===== src/rtl/rr_arbiter_param_if.sv =====
// Request/grant bundle between N bus masters and the arbiter.
// Masters drive request; the arbiter drives the registered grant side.
interface rr_arbiter_param_if #(
  parameter int N = 4
);
  localparam int IDW = (N > 1) ? $clog2(N) : 1;

  logic [N-1:0]   request;
  logic [N-1:0]   grant;
  logic           grant_valid;
  logic [IDW-1:0] grant_id;

  modport master (
    output request,
    input  grant,
    input  grant_valid,
    input  grant_id
  );

  modport slave (
    input  request,
    output grant,
    output grant_valid,
    output grant_id
  );
endinterface


===== src/rtl/rr_arbiter_param.sv =====
// N-way request/grant arbiter, fixed-priority or round-robin,
// with a bounded hold time for the current owner.
module rr_arbiter_param #(
  parameter int N        = 4,
  parameter int RR_MODE  = 1,
  parameter int MAX_HOLD = 8
) (
  input logic              clk,
  input logic              rst_n,
  rr_arbiter_param_if.slave bus
);
  localparam int IDW = (N > 1) ? $clog2(N) : 1;

  logic [N-1:0]   grant_q, grant_d;
  logic           gv_q, gv_d;
  logic [IDW-1:0] gid_q, gid_d;
  logic [IDW-1:0] last_q, last_d;
  logic [7:0]     hold_q, hold_d;

  logic [N-1:0]   own_oh;
  logic [N-1:0]   elig;
  logic           others;
  logic           expired;
  logic           keep;
  logic           found;
  logic [IDW-1:0] sel;

  assign own_oh  = gv_q ? (N'(1) << gid_q) : '0;
  assign others  = |(bus.request & ~own_oh);
  assign expired = gv_q && (MAX_HOLD != 0)
                && (hold_q >= 8'(MAX_HOLD));
  assign keep    = gv_q && bus.request[gid_q]
                && (!expired || !others);
  // an expired owner steps aside so the scan lands on someone else
  assign elig    = bus.request & ~(expired ? own_oh : '0);

  always_comb begin : sel_c
    int idx;
    idx   = 0;
    found = 1'b0;
    sel   = '0;
    for (int i = 0; i < N; i++) begin
      if (RR_MODE != 0) idx = (int'(last_q) + 1 + i) % N;
      else              idx = i;
      if (!found && elig[IDW'(idx)]) begin
        found = 1'b1;
        sel   = IDW'(idx);
      end
    end
  end

  always_comb begin
    grant_d = grant_q;
    gv_d    = gv_q;
    gid_d   = gid_q;
    last_d  = last_q;
    hold_d  = hold_q;
    if (keep) begin
      hold_d = (hold_q == 8'hFF) ? hold_q : hold_q + 8'd1;
    end else if (found) begin
      grant_d = N'(1) << sel;
      gv_d    = 1'b1;
      gid_d   = sel;
      last_d  = sel;
      hold_d  = 8'd1;
    end else begin
      grant_d = '0;
      gv_d    = 1'b0;
      gid_d   = '0;
      hold_d  = 8'd0;
    end
  end

  always_ff @(posedge clk) begin
    if (!rst_n) begin
      grant_q <= '0;
      gv_q    <= 1'b0;
      gid_q   <= '0;
      last_q  <= IDW'(N - 1);
      hold_q  <= 8'd0;
    end else begin
      grant_q <= grant_d;
      gv_q    <= gv_d;
      gid_q   <= gid_d;
      last_q  <= last_d;
      hold_q  <= hold_d;
    end
  end

  assign bus.grant       = grant_q;
  assign bus.grant_valid = gv_q;
  assign bus.grant_id    = gid_q;
endmodule

===== src/flat_wrapper.sv =====
// flat-port wrapper written by rule: the top's interface ports become plain ports
module rr_arbiter_param_flat 
#(
  parameter int N        = 4,
  parameter int RR_MODE  = 1,
  parameter int MAX_HOLD = 8
)
  (clk, rst_n, bus_request, bus_grant, bus_grant_valid, bus_grant_id);
  rr_arbiter_param_if #(.N(N)) bus_i ();
  input logic clk;
  input logic rst_n;
  input wire logic [$bits(bus_i.request)-1:0] bus_request;
  output wire logic [$bits(bus_i.grant)-1:0] bus_grant;
  output wire logic [$bits(bus_i.grant_valid)-1:0] bus_grant_valid;
  output wire logic [$bits(bus_i.grant_id)-1:0] bus_grant_id;
  assign bus_i.request = bus_request;
  assign bus_grant = bus_i.grant;
  assign bus_grant_valid = bus_i.grant_valid;
  assign bus_grant_id = bus_i.grant_id;
  rr_arbiter_param #(.N(N), .RR_MODE(RR_MODE), .MAX_HOLD(MAX_HOLD)) u_core (.clk(clk), .rst_n(rst_n), .bus(bus_i));
endmodule

===== config.mk =====
export PLATFORM = sky130hd
export DESIGN_NAME = rr_arbiter_param_flat
export DESIGN_NICKNAME = d
export VERILOG_FILES = /design/src/rtl/rr_arbiter_param_if.sv /design/src/rtl/rr_arbiter_param.sv /design/src/flat_wrapper.sv
export SDC_FILE = /design/constraint.sdc
export NUM_CORES = 1
export LEC_CHECK = 0
export ABC_AREA = 1
export CORE_MARGIN = 2
export CORE_UTILIZATION = 39
export CTS_CLUSTER_DIAMETER = 120
export DETAILED_ROUTE_END_ITERATION = 10
export PLACE_DENSITY = 0.72
export SLEW_MARGIN = 0
export SYNTH_ARGS = -nofsm -noshare
export SYNTH_HDL_FRONTEND = slang
export SYNTH_SLANG_ARGS = --single-unit

===== constraint.sdc =====
create_clock -name clk -period 1.5 [get_ports clk]
set_clock_uncertainty 0.15 [all_clocks]
set_input_delay 0.15 -clock clk [delete_from_list [all_inputs] [get_ports clk]]
set_output_delay 0.15 -clock clk [all_outputs]
set_load 0.05 [all_outputs]

==> summary.txt, run 1 <==
Run status
  • Result of the run: complete, but fails checks
  • Violated checks: negative setup slack

Layout
  • Area overhead of the layout relative to synthesis: 68.2%
  • Net count reported at finish: 230
  • Fin area: 2050 µm²
  • # diodes: 0
  • Share of post-route cells with drive strength above 1: 0.597
  • Most used cells in the layout excluding fill and tap cells: 30 x buf_4, 26 x nand2_1, 17 x nand3_1
  • Commonest non-fill, non-tap cell in the layout: buf_4

Floorplanning
  • Height of the chip: 59.9 µm
  • Die Outline Area: 3590 µm²
  • Count of standard-cell rows: 20
  • Die span in x: 59.9 µm
  • Starting Density: 0.406
  • Floorplan core area: 3000 µm²
  • Ports placed on the boundary: 13

Critical path
  • Path type of the worst setup path: reg2reg
  • Setup crit start kind: flip-flop
  • Worst path buffer plus inverter count: 2
  • Slowest-stage cell, CP: dfxtp_4
  • Cell family with the largest share of critical-path delay: simple AND/OR/NAND/NOR gates
  • Crit end category: flip-flop
  • Critical Path Max Stage Delay: 0.38 ns
  • Cells traversed along the worst timing path: nor2_4 > nand4_1 > nand3_2 > nand2_4 > buf_4 > nor2_2 > nand3_2 > inv_2 > nor2_4 > nand3_1 > nand2_1
  • Data arrival time of the critical path: 1.87 ns
  • Required time at the worst-slack endpoint: 1.57 ns
  • Critical path fanouts, max: 5

GRT
  • Pin count of the biggest net entering global routing: 11
  • Aggregate global routing overflow: 0
  • Aggregate global-route resource usage: 0.192
  • Number of global-route vias before repair: 1260
  • Antenna violations before repair: 0
  • Wire length of the first global-routing pass: 5310 µm

Yosys
  • Yosys warnings: 0
  • Share of Yosys cell area claimed by the top area cell type: 0.279
  • Simple-gate share of the synthesized area: 0.506
  • Netlist area before placement: 1220 µm²
  • Flip-flop cell with the highest count after synthesis: dfxtp_1
  • Xor-xnor portion of the synthesized cell area: 0.0205
  • Largest area contributor in the synthesized netlist: dfxtp_1
  • Fraction of registers with async set or reset after synthesis: 0
  • Combinational family with the most area after synthesis: simple AND/OR/NAND/NOR gates
  • Number of distinct library cell variants in the gate-level netlist after synthesis: 29
  • Multiplexer fraction of the synthesized cell area: 0
  • Seq cells post-synth: 17
  • Number of synthesized flops with an enable pin: 0
  • Mean instance size in the synthesized netlist: 7.13 µm²
  • Synth area leaders: dfxtp_1 28%, nand2_1 12%, nand3_1 11%, nand3_2 6.6%, inv_1 6.5%
  • Fraction of the mapped netlist area in compound gates: 0.0934
  • Gate count of the mapped netlist: 171
  • Arithmetic-cell share of the synthesized area counting full adders, half adders and majority gates: 0.0205
  • Post-Synthesis Net Count: 179
  • Sequential share of the synthesized area: 0.279

Route
  • Via total after detailed routing: 1336
  • Final antenna-violating net count: 0
  • Detailed route wirelength on metal3: 98 µm
  • Length of routed wiring on met1: 1490 µm
  • DRC: 0
  • Drt first pass iters: 5
  • Routed met2 length: 1900 µm
  • Highest metal layer with signal wires: met4
  • Mean routed wirelength per cell: 14.0 µm
  • Number of DRC markers after the initial detailed-route iteration: 66
  • Total wire length after detailed routing: 3570 µm
  • Post-detailed-route via-to-cell ratio: 5.26

Clocking
  • Clock-pin transition on the worst setup and hold timing paths: 0.11 ns
  • CTS tree: built
  • # hold bufs at CTS: 0
  • Insertion delay to the later sink of the worst-skew pair: 0.31 ns
  • Total number of H-tree levels: 1
  • Clock tree root buffer cell: clkbuf_4
  • Number of sinks on the clock net: 17
  • Longest Clk Path Bufs: 2
  • Number of buffers inserted during clock tree synthesis: 3

Place
  • Post-placement cell area: 1680 µm²
  • GPL Wtd Cong: 0.820
  • Number of port buffers: 12
  • Post-detail-place hpwl: 2280 µm

Job
  • Max-cap violations: 0

Pwr
  • Total power density per cell area: 1660 nW/µm²
  • Worst IR drop on VDD: 0.000731 V
  • Leakage power: 0.908 nW

STA
  • Worst slew margin relative to its limit: 0.778
  • Final critical delay including setup and external delays: 1.80 ns
  • RSZ-0062 raised after global routing: yes
  • Endpoints failing hold: 0
  • Worst Setup Slack, final: -0.302 ns
  • Finish-stage setup viols: 17
  • Slew of the pin with the lowest slew margin: 0.330 ns
  • Final clock period utilization by the worst path: 1.20
  • Achievable Freq: 555 MHz
  • Number of max-slew violations in the final report: 0
  • Accumulated negative setup slack: -3.32 ns

Worst hold path
  • Classification of the worst-slack hold path: reg2reg
==> worst min-delay path, stage by stage (launching register included) <==
cell	delay [ns]
dfxtp_1	0.35
nand2_1	0.07
nand2_1	0.05
==> per-stage QoR <==
step	hold WS, ns	util	cells	total power, mW	worst slack (ns)
after floorplan	0.0841	-	171	2.03	-0.220
after global placement	0.334	0.561	243	2.76	-0.427
after detailed placement	0.332	0.561	243	2.78	-0.450
after CTS	0.346	0.633	252	3.23	-0.238
after global routing	0.376	0.683	254	3.60	-0.447
final	0.348	0.683	254	3.39	-0.302
==> sequential cells by signal, summed over array words and instances (netlist names) <==
register / cells
u_core.bus.grant: 4
u_core.last_q: 2
u_core.hold_q: 8
u_core.bus.grant_id: 2
u_core.bus.grant_valid: 1
==> logic make-up after synthesis <==
logic type               after synthesis
flip-flops                            17
XOR/XNOR                               2
buffers and inverters                 24
adder cells (fa/ha/maj)                2
AND/OR/NAND/NOR                      107
AO/OA/AOI/OAI                         19
==> layout make-up <==
type,count,area (µm²)
Fill cell,222,953
Clock inverter,1,5.00
Multi-Input combinational cell,130,1040
Tap cell,33,41.3
Sequential cell,17,364
Inverter,23,96.3
Timing Repair Buffer,47,480
Clock buffer,3,22.5
==> Yosys cell counts, drive strengths merged, types with 2 or more instances <==
library cell,number
o21ai,5
a211oi,3
nand4,7
dfxtp,17
a21oi,7
ha,2
nand2,46
nor2,12
nor3,5
nand3,36
inv,23
==> worst paths after layout <==
path | startpoint | endpoint | slack (ns) | depth (start not counted)
max | u_core.hold_q[4] | u_core.bus.grant[0] | -0.30 | 11
max reg2reg | u_core.hold_q[4] | u_core.bus.grant[0] | -0.30 | 11
min | u_core.bus.grant[0] | u_core.bus.grant[0] | 0.35 | 2
min reg2reg | u_core.bus.grant[0] | u_core.bus.grant[0] | 0.35 | 2
==> where the power goes <==
group          internal [mW]  switching (mW)  leakage [nW]  total (mW)
Clock                  0.100           0.166        0.0177       0.266
Combinational           1.02            1.38         0.746        2.40
Sequential             0.571           0.156         0.144       0.726
Total                   1.69            1.70         0.908        3.39
==> metal layers <==
layer / global-route usage / vias to the layer above
li1: - / 680
met1: 0.237 / 626
met2: 0.332 / 21
met3: 0.0216 / 9
met4: 0.0857 / 0
met5: 0 / -
==> repair_timing <==
action | CTS | global route
resized for setup | 37 | 32
endpoints found under the setup margin | 17 | 17
setup buffers | 5 | 3
pin swaps | 12 | 12
Note: power is estimated with default switching activity, not from simulation.
==> run 2, diff against run 1 <==
--- a/config.mk
+++ b/config.mk
@@ -15,3 +15,4 @@
 export SYNTH_ARGS = -nofsm -noshare
 export SYNTH_HDL_FRONTEND = slang
 export SYNTH_SLANG_ARGS = --single-unit
+export TNS_END_PERCENT = 100
==> results of run 2 <==
Same layout as run 1: the final DEF is identical, and so are final timing and power.
==> run 3, diff against run 2 <==
--- a/config.mk
+++ b/config.mk
@@ -6,6 +6,7 @@
 export NUM_CORES = 1
 export LEC_CHECK = 0
 export ABC_AREA = 1
+export CAP_MARGIN = 20
 export CORE_MARGIN = 2
 export CORE_UTILIZATION = 39
 export CTS_CLUSTER_DIAMETER = 120
==> results of run 3 <==
Same layout as run 1: the final DEF is identical, and so are final timing and power.
